### src/rtl/div_sched_if.sv
// Request/response bundle for the time-shared divider: per-requester
// num/dem lanes in, one tagged 9-bit ratio out.
interface div_sched_if #(
  parameter int N_REQ = 3,
  parameter int IDW   = 2
);
  logic [N_REQ-1:0]      req_valid;
  logic [N_REQ-1:0][7:0] req_num;
  logic [N_REQ-1:0][7:0] req_dem;
  logic [N_REQ-1:0]      req_ready;
  logic                  rsp_valid;
  logic [8:0]            rsp_data;
  logic [IDW-1:0]        rsp_id;
  logic                  rsp_sat;

  modport master (
    output req_valid, req_num, req_dem,
    input  req_ready, rsp_valid, rsp_data, rsp_id, rsp_sat
  );
  modport slave (
    input  req_valid, req_num, req_dem,
    output req_ready, rsp_valid, rsp_data, rsp_id, rsp_sat
  );
endinterface

### src/rtl/div_sched.sv
// Arbitrated restoring divider: Q = floor(256*num/dem), saturated to 0x1FF.
// DIV_SCHED_RR_EN selects round-robin grant; otherwise lowest index wins.
module div_sched #(
  parameter int N_REQ = 3,
  parameter int IDW   = 2
) (
  input  logic      clk,
  input  logic      rst,
  div_sched_if.slave bus,
  output logic      busy
);
  typedef enum logic [1:0] {IDLE = 2'd0, RUN = 2'd1, DONE = 2'd2} state_e;

  state_e         state_q, state_d;
  logic [8:0]     rem_q, rem_d;
  logic [7:0]     quo_q, quo_d;
  logic [7:0]     dem_q, dem_d;
  logic [3:0]     k_q, k_d;
  logic [IDW-1:0] id_q, id_d;
  logic [8:0]     data_q, data_d;
  logic [IDW-1:0] rid_q, rid_d;
  logic           sat_q, sat_d;

  logic [IDW-1:0] win;
  logic           win_vld;
  logic [7:0]     win_num, win_dem;
  logic           grant_en, acc, sat_chk, ge;
  logic [7:0]     diff;

`ifdef DIV_SCHED_RR_EN
  logic [IDW-1:0] ptr_q, ptr_d;

  always_comb begin
    win     = '0;
    win_vld = 1'b0;
    for (int off = 0; off < N_REQ; off++) begin
      if (!win_vld && bus.req_valid[(int'(ptr_q) + off) % N_REQ]) begin
        win     = IDW'((int'(ptr_q) + off) % N_REQ);
        win_vld = 1'b1;
      end
    end
    ptr_d = ptr_q;
    if (acc) ptr_d = (win == IDW'(N_REQ - 1)) ? '0 : win + 1'b1;
  end

  always_ff @(posedge clk) begin
    if (rst) ptr_q <= '0;
    else     ptr_q <= ptr_d;
  end
`else
  always_comb begin
    win     = '0;
    win_vld = 1'b0;
    for (int i = N_REQ - 1; i >= 0; i--) begin
      if (bus.req_valid[i]) begin
        win     = IDW'(i);
        win_vld = 1'b1;
      end
    end
  end
`endif

  assign grant_en = !rst && (state_q == IDLE || state_q == DONE);
  assign acc      = grant_en && win_vld;

  always_comb begin
    bus.req_ready = '0;
    win_num       = '0;
    win_dem       = '0;
    for (int i = 0; i < N_REQ; i++) begin
      if (win == IDW'(i)) begin
        bus.req_ready[i] = acc;
        win_num          = bus.req_num[i];
        win_dem          = bus.req_dem[i];
      end
    end
  end

  // num >= 2*dem would need a 10th quotient bit; it is folded into saturation
  assign sat_chk = (win_dem == 8'd0) || ({1'b0, win_num} >= {win_dem, 1'b0});
  assign ge      = rem_q >= {1'b0, dem_q};
  // when ge holds, r - dem < dem <= 255, so the low byte is exact
  assign diff    = rem_q[7:0] - dem_q;

  always_comb begin
    state_d = state_q;
    rem_d   = rem_q;
    quo_d   = quo_q;
    dem_d   = dem_q;
    k_d     = k_q;
    id_d    = id_q;
    data_d  = data_q;
    rid_d   = rid_q;
    sat_d   = sat_q;
    case (state_q)
      IDLE, DONE: begin
        state_d = IDLE;
        if (acc) begin
          id_d  = win;
          dem_d = win_dem;
          rem_d = {1'b0, win_num};
          quo_d = '0;
          k_d   = 4'd8;
          if (sat_chk) begin
            state_d = DONE;
            data_d  = 9'h1FF;
            rid_d   = win;
            sat_d   = 1'b1;
          end else begin
            state_d = RUN;
          end
        end
      end
      RUN: begin
        quo_d = {quo_q[6:0], ge};
        rem_d = ge ? {diff, 1'b0} : {rem_q[7:0], 1'b0};
        if (k_q == 4'd0) begin
          state_d = DONE;
          data_d  = {quo_q, ge};
          rid_d   = id_q;
          sat_d   = 1'b0;
        end else begin
          k_d = k_q - 4'd1;
        end
      end
      default: state_d = IDLE;
    endcase
  end

  always_ff @(posedge clk) begin
    if (rst) begin
      state_q <= IDLE;
      rem_q   <= '0;
      quo_q   <= '0;
      dem_q   <= '0;
      k_q     <= 4'd8;
      id_q    <= '0;
      data_q  <= '0;
      rid_q   <= '0;
      sat_q   <= 1'b0;
    end else begin
      state_q <= state_d;
      rem_q   <= rem_d;
      quo_q   <= quo_d;
      dem_q   <= dem_d;
      k_q     <= k_d;
      id_q    <= id_d;
      data_q  <= data_d;
      rid_q   <= rid_d;
      sat_q   <= sat_d;
    end
  end

  assign bus.rsp_valid = (state_q == DONE);
  assign bus.rsp_data  = data_q;
  assign bus.rsp_id    = rid_q;
  assign bus.rsp_sat   = sat_q;
  assign busy          = (state_q == RUN) || (state_q == DONE);
endmodule

### src/flat_wrapper.sv
// flat-port wrapper written by rule: the top's interface ports become plain ports
module div_sched_flat 
#(
  parameter int N_REQ = 3,
  parameter int IDW   = 2
)
  (clk, rst, busy, bus_req_valid, bus_req_num, bus_req_dem, bus_req_ready, bus_rsp_valid, bus_rsp_data, bus_rsp_id, bus_rsp_sat);
  div_sched_if #(.N_REQ(N_REQ), .IDW(IDW)) bus_i ();
  input  logic clk;
  input  logic rst;
  output logic busy;
  input wire logic [$bits(bus_i.req_valid)-1:0] bus_req_valid;
  input wire logic [$bits(bus_i.req_num)-1:0] bus_req_num;
  input wire logic [$bits(bus_i.req_dem)-1:0] bus_req_dem;
  output wire logic [$bits(bus_i.req_ready)-1:0] bus_req_ready;
  output wire logic [$bits(bus_i.rsp_valid)-1:0] bus_rsp_valid;
  output wire logic [$bits(bus_i.rsp_data)-1:0] bus_rsp_data;
  output wire logic [$bits(bus_i.rsp_id)-1:0] bus_rsp_id;
  output wire logic [$bits(bus_i.rsp_sat)-1:0] bus_rsp_sat;
  assign bus_i.req_valid = bus_req_valid;
  assign bus_i.req_num = bus_req_num;
  assign bus_i.req_dem = bus_req_dem;
  assign bus_req_ready = bus_i.req_ready;
  assign bus_rsp_valid = bus_i.rsp_valid;
  assign bus_rsp_data = bus_i.rsp_data;
  assign bus_rsp_id = bus_i.rsp_id;
  assign bus_rsp_sat = bus_i.rsp_sat;
  div_sched #(.N_REQ(N_REQ), .IDW(IDW)) u_core (.clk(clk), .rst(rst), .bus(bus_i), .busy(busy));
endmodule
### config.mk
export PLATFORM = sky130hd
export DESIGN_NAME = div_sched_flat
export DESIGN_NICKNAME = d
export VERILOG_FILES = /design/src/rtl/div_sched_if.sv /design/src/rtl/div_sched.sv /design/src/flat_wrapper.sv
export SDC_FILE = /design/constraint.sdc
export NUM_CORES = 1
export LEC_CHECK = 0
export CORE_MARGIN = 1
export CORE_UTILIZATION = 43
export CTS_CLUSTER_SIZE = 16
export DETAILED_ROUTE_END_ITERATION = 8
export GPL_TIMING_DRIVEN = 0
export HOLD_SLACK_MARGIN = 0.05
export PLACE_DENSITY = 0.71
export RECOVER_POWER = 50
export SLEW_MARGIN = 20
export SYNTH_ARGS = -nofsm -noshare
export SYNTH_HDL_FRONTEND = slang
export SYNTH_SLANG_ARGS = --single-unit
### constraint.sdc
create_clock -name clk -period 3.7 [get_ports clk]
set_clock_uncertainty 0.15 [all_clocks]
set_input_delay 0.555 -clock clk [delete_from_list [all_inputs] [get_ports clk]]
set_output_delay 0.555 -clock clk [all_outputs]
set_load 0.01 [all_outputs]
# After elaboration in Yosys (flattened, before gate mapping)

Cells that the tools add are included.
W data, S select, Z words.

Bits in registers: 45
Input bits: 53
Output and inout port bits: 17
Logic and storage cells: 76

Reduce and logical (&&, ||, !) cells: 16
$lt $le $gt $ge: 2
$add $sub $neg: 2
Mux-type cells: 39
Eq/ne operators: 8

Operators by type and width:

| kind                  | number |
|---|---|
| $mux W8               | 7 |
| $mux W9               | 5 |
| $pmux W9 S2           | 2 |
| $mux W2               | 9 |
| $pmux W8 S2           | 1 |
| $ge A8 B9 Y1          | 1 |
| $ge A9 B8 Y1          | 1 |
| $mux W1               | 9 |
| $logic_not A8 Y1      | 1 |
| $mux W4               | 2 |
| $pmux W2 S2           | 2 |
| $pmux W4 S2           | 1 |
| $sub A8 B8 Y8         | 1 |
| $ne A2 B1 Y1 const B  | 3 |
| $eq A2 B1 Y1 const B  | 2 |
| $eq A2 B2 Y1 const B  | 2 |
| $logic_not A2 Y1      | 2 |
| $logic_not A4 Y1      | 1 |
| $reduce_and A2 Y1     | 2 |
| $reduce_and A4 Y1     | 1 |
| $sub A4 B1 Y4 const B | 1 |
| $logic_or A1 B1 Y1    | 3 |
| $reduce_and A3 Y1     | 1 |
| $logic_and A1 B1 Y1   | 2 |
| 5 further kinds       | 5 |

# Longest topological paths before layout

Depth after elaboration: 12
Depth in mapped cells: 16
Mapped depth without buffers: 13

# Worst setup path after synthesis

No wires, ideal clock.

Path type: in2reg
From: input port bus_req_valid[0]
To: register u_core.data_q[1], in the netlist u_core.bus.rsp_data[1]
Cell stages on the path: 15
Setup time: 0.119 ns
Slack: -0.035 ns
Data required time: 3.431 ns
Data arrival time: 3.466 ns
Buffers on the path: 3
Cells stage by stage: nand2b_1 -> clkbuf_1 -> clkbuf_1 -> mux2i_1 -> o21ai_1 -> ha_1 -> a2111oi_0 -> o221ai_1 -> o21a_1 -> nor3_1 -> o31ai_2 -> o211ai_1 -> nor2_1 -> buf_2 -> o221a_1

Cells in the longest elaborated chain, start to end: 9
Elaborated cells on any way between the ends: 18
Those cells by class: order compare: 1; eq/ne: 4; mux: 8; reduce/logical: 5

Ends and longest elaborated chain:

| what                                                    | line               | source |
|---|---|---|
| start, declared                                         | flat_wrapper.sv:12 | `input wire logic [$bits(bus_i.req_valid)-1:0] bus_req_valid;` |
| $mux W2                                                 | div_sched.sv:55    | `if (bus.req_valid[i]) begin` |
| $logic_not A2 Y1                                        | div_sched.sv:71    | `if (win == IDW'(i)) begin` |
| $mux W8 (3 in series)                                   | div_sched.sv:71    |  |
| $ge A8 B9 Y1 / $logic_not A8 Y1 (equally long branches) | div_sched.sv:80    | `assign sat_chk = (win_dem == 8'd0) \|\| ({1'b0, win_num} >= {win_dem, 1'b0});` |
| $logic_or A1 B1 Y1                                      | div_sched.sv:80    |  |
| $ne A2 B1 Y1 (no line)                                  | n/a                |  |
| $reduce_and A4 Y1 (no line) *                           | n/a                |  |
| end signal, assigned                                    | div_sched.sv:148   | `data_q <= data_d;` |
| end, declared                                           | div_sched.sv:20    | `logic [8:0] data_q, data_d;` |

Mark *: on every way between the ends. The rest lies on a longest branch, timed or not.
A chain may end at the register's enable or synchronous reset.

# Worst setup path after layout

From: input port bus_req_valid[1]
To: register u_core.rid_q[1], in the netlist u_core.bus.rsp_id[1]

Cells in the longest elaborated chain, start to end: 10
Elaborated cells on any way between the ends: 23
Those cells by class: order compare: 1; eq/ne: 4; mux: 13; reduce/logical: 5

Ends and longest elaborated chain:

| what                                                    | line             | source |
|---|---|---|
| $mux W2 (2 in series)                                   | div_sched.sv:55  |  |
| $logic_not A2 Y1                                        | div_sched.sv:71  |  |
| $mux W8 (3 in series)                                   | div_sched.sv:71  |  |
| $ge A8 B9 Y1 / $logic_not A8 Y1 (equally long branches) | div_sched.sv:80  |  |
| $logic_or A1 B1 Y1                                      | div_sched.sv:80  |  |
| $ne A2 B1 Y1 (no line)                                  | n/a              |  |
| $reduce_and A4 Y1 (no line)                             | n/a              |  |
| end signal, assigned                                    | div_sched.sv:149 | `rid_q <= rid_d;` |
| end, declared                                           | div_sched.sv:21  | `logic [IDW-1:0] rid_q, rid_d;` |

Parallel ways exist; a longest one is shown, timed or not. The select of a mux whose other input is x is not followed.

==> impl_metrics.env <==
export IMPL_outcome="finished, final reports clean"
export IMPL_synth_area_mux_share=0.03840
export IMPL_synth_edf_count=0
export IMPL_drive_gt1_frac=0.1089
export IMPL_h_tree_depth=2
export IMPL_powerDensity_nw_per_um2=420.1
export IMPL_hold_ws_ns=0.3130
export IMPL_vdd_drop_max_v=0.0001702
export IMPL_fmaxAchievable_ghz=0.2843
export IMPL_ys_seq_elements=45
export IMPL_ios=70
export IMPL_synth_yosys_warnings=0
export IMPL_use_met2=0.3867
export IMPL_cts_sinks=45
export IMPL_maxSlewViolCount=0
export IMPL_p_sw_frac=0.3761
export IMPL_floorplan_rows=29
export IMPL_vias=3007
export IMPL_yosysUniqueCellTypes=47
export IMPL_synthAdderAreaFrac=0.09750
export IMPL_synth_cells=365
export IMPL_combPwrFrac=0.463
export IMPL_place_ws_ns=-1.167
export IMPL_initial_core_util=0.4516
export IMPL_r2r_start="u_core.dem_q[1]$_SDFFE_PP0P_"
export IMPL_crit_path_end="u_core.bus.rsp_id[1]$_SDFFE_PP0P_"
export IMPL_die_h_microns=84.13
export IMPL_p_total_mw=1.675
export IMPL_worst_slew_margin_rel=0.4635
export IMPL_fin_tns_setup_ns=0
export IMPL_ys_async_sr_fraction=0
export IMPL_p_int_mw=1.045
export IMPL_synth_xor_area_share=0.01208
export IMPL_fillCellCount=557
export IMPL_critPathLaunchType="input pin"
export IMPL_yosys_area_top_type_share=0.3106
export IMPL_setup_viol=0
export IMPL_grtUsageMet1=0.2867
export IMPL_grt_max_degree=17
export IMPL_path_max_fanout=10
export IMPL_rrSetupSlack_ns=0.96
export IMPL_final_nets=524
export IMPL_detail_route_antenna_nets=0
export IMPL_critPathLaunch="bus_req_valid[1]"
export IMPL_synthSimpleGateAreaFrac=0.1816
export IMPL_clk_pin_slew_ns=0.09
export IMPL_coreArea_sq_um=6422
export IMPL_reg2reg_to="u_core.rem_q[4]$_SDFFE_PP0P_"
export IMPL_drc_errors=0
export IMPL_syn_cell_area_sq_um=2900
export IMPL_max_clock_path_buffers=2
export IMPL_hpwl_mm=6.181
export IMPL_fin_ws_ns=0.1826
export IMPL_clockPowerShare=0.189
export IMPL_insertion_delay_ns=0.30
export IMPL_arrival_ns=3.56
export IMPL_synth_compound_area_share=0.3054
export IMPL_rsz0062_at_grt="false"
export IMPL_synth_flop_cell="dfxtp_1"
export IMPL_seq_power_share=0.349
export IMPL_synthTopCellsByArea="dfxtp_1, ha_1, a21oi_1, nor2_1, o21ai_1"
export IMPL_cts_tree="yes"
export IMPL_ff2ff_path_depth=11
export IMPL_dieArea_sq_um=7077
export IMPL_cts_buffers=5
export IMPL_yosys_area_top_type="dfxtp_1"
export IMPL_critPathKind="input pin to flip-flop"
export IMPL_drtIter0Drc=107
export IMPL_p_leak_nw=1.573
export IMPL_syn_to_final_growth_pct=37.45
export IMPL_crit_required_ns=3.74
export IMPL_max_cap_violations=0
export IMPL_fp_dieW_microns=84.13
export IMPL_hold_violations=0
export IMPL_synth_nets=440
export IMPL_placedCellCount=510
export IMPL_clockRootBuffer="clkbuf_8"
export IMPL_finalCritPeriodShare=0.9507
export IMPL_overflow=0
export IMPL_hold_path_class="flip-flop to flip-flop"
export IMPL_critPathCaptureType="flip-flop"
export IMPL_met3_usage=0.04847
export IMPL_grt_pass1_wl_mm=13.08
export IMPL_vias_per_cell=5.706
export IMPL_syn_avg_cell_area_sq_um=7.946
export IMPL_track_usage=0.2275
export IMPL_drtPass1Iterations=4
export IMPL_avgRoutedWirePerCell_microns=15.38
export IMPL_routed_wl_mm=8.107
export IMPL_io_buffers=68
export IMPL_power_switching_mw=0.6298
export IMPL_antenna_found_initial=0
export IMPL_fin_crit_ns=3.517
export IMPL_instances_no_fill=527
export IMPL_gp_congestion=0.8142
export IMPL_yosysSeqAreaShare=0.3106
export IMPL_top_usage_layer="met2"
export IMPL_worstMarginPinSlew_ns=0.7964
export IMPL_first_global_vias=2862
export IMPL_n_antenna_cell=0
export IMPL_synth_top_family_by_area="compound AO/OA/AOI/OAI gates"
per-stage QoR:
stage | util | instance area (sq um)
detailed placement | 0.5728 | 3679
finish | 0.6207 | 3986
CTS | 0.5975 | 3837
global placement | 0.5728 | 3679
global route | 0.6207 | 3986
floorplan | - | 2902
state kept, by name, indices dropped and copies added, names as in the netlist:
name,cells
u_core.dem_q,8
u_core.rem_q,9
u_core.k_q,4
u_core.id_q,2
u_core.bus.rsp_id,2
u_core.state_q,2
u_core.bus.rsp_data,9
u_core.quo_q,8
u_core.bus.rsp_sat,1
layout by cell type, fill, tap and decap left out, types with 3 or more instances in the layout:
master	n
a211oi_1	4
a21o_1	4
a21oi_1	35
buf_4	9
clkbuf_1	14
clkbuf_8	6
clkdlybuf4s50_1	50
dfxtp_1	45
dlygate4sd3_1	15
ha_1	20
inv_1	17
mux2i_1	10
nand2_1	30
nand2b_1	4
nand3_1	18
nand4_1	4
nor2_1	31
nor2b_1	4
nor3_1	9
o211ai_1	3
o21a_1	8
o21ai_0	14
o21ai_1	11
o21ai_2	4
o21bai_2	4
o221a_1	9
o22a_1	7
o22ai_1	8
o31ai_1	3
xnor2_1	3
layout make-up:
type / count / area (sq um) / share of cell area
sequential: 45 / 900.9 / 0.2260
inverter: 17 / 63.81 / 0.01601
timing repair buffer: 78 / 773.2 / 0.1940
multi-input combinational: 281 / 1943 / 0.4874
tap: 77 / 96.34 / 0.02417
clock buffer: 5 / 68.82 / 0.01726
clock inverter: 3 / 25.02 / 0.006277
buffer: 21 / 115.1 / 0.02888
cell families (layout without fill, tap and decap cells):
logic type,count (synthesis),count (layout)
AO/OA/AOI/OAI,130,130
XOR/XNOR,4,4
adder cells (fa/ha/maj),22,22
buffers and inverters,39,124
flip-flops,45,45
multiplexers,11,11
AND/OR/NAND/NOR,114,114
per-layer routing:
| layer | up-vias | share of wire |
|---|---|---|
| li1 | 1505 | - |
| met1 | 1392 | 0.45 |
| met2 | 99 | 0.47 |
| met3 | 11 | 0.053 |
| met4 | 0 | 0.019 |
| met5 | - | 0 |
power groups by stage:
| stage | combinational, mW | clock (mW) | sequential (mW) |
|---|---|---|---|
| 6_report | 0.775 | 0.316 | 0.584 |
| 5_1_grt | 0.864 | 0.340 | 0.589 |
| 4_1_cts | 0.740 | 0.327 | 0.584 |
| 3_5_place_dp | 0.723 | 0 | 0.595 |
| 3_3_place_gp | 0.712 | 0 | 0.593 |
| 2_1_floorplan | 0.498 | 0 | 0.592 |
timing repair:
action	4_1_cts	5_1_grt
gates cloned	0	1
hold buffers	0	0
setup buffers	2	7
endpoints found under the setup margin	15	12
gates resized for setup	17	17
pin swaps	3	9
worst min path at each step:
stage	start	end	slack (ns)	cells past startpoint
finish	u_core.quo_q[7]$_SDFFE_PP0P_	u_core.quo_q[7]$_SDFFE_PP0P_	0.31	2
global route	u_core.quo_q[7]$_SDFFE_PP0P_	u_core.quo_q[7]$_SDFFE_PP0P_	0.34	2
CTS	u_core.quo_q[7]$_SDFFE_PP0P_	u_core.quo_q[7]$_SDFFE_PP0P_	0.31	2
detailed placement	u_core.quo_q[7]$_SDFFE_PP0P_	u_core.quo_q[7]$_SDFFE_PP0P_	0.30	2
global placement	u_core.rem_q[8]$_SDFFE_PP0P_	u_core.rem_q[8]$_SDFFE_PP0P_	0.29	2
floorplan	u_core.quo_q[7]$_SDFFE_PP0P_	u_core.quo_q[7]$_SDFFE_PP0P_	0.28	2
worst max-delay path, stage by stage:
cell	delay [ns]
dlygate4sd2_1	0.33
nand2b_4	0.13
clkbuf_8	0.19
mux2i_1	0.25
o21ai_2	0.10
ha_1	0.31
nand4_1	0.09
a211o_1	0.28
a211oi_2	0.24
nor3_2	0.07
o31ai_2	0.09
o211ai_1	0.23
buf_4	0.19
a2111o_1	0.36
o211a_1	0.13
synthesized netlist by cell type, types with 2 or more instances:
cell,number
inv_1,17
nor2b_1,4
o21bai_1,2
ha_1,21
nand2_1,30
nand4_1,4
o21ai_1,24
o221a_1,9
a21o_1,4
o211a_1,2
nor2_1,33
clkbuf_1,18
a21oi_1,36
nand3_1,19
nand2b_1,5
mux2i_1,10
o221ai_1,2
buf_2,3
or3_1,2
and2_1,2
o31ai_1,3
o21ai_0,5
nor3_1,10
o21a_1,8
or2_1,2
dfxtp_1,45
xnor2_1,3
o21bai_2,4
o211ai_1,3
o22ai_1,8
a211oi_1,5
o22a_1,7
No activity file was read; power rests on OpenSTA's default activity.
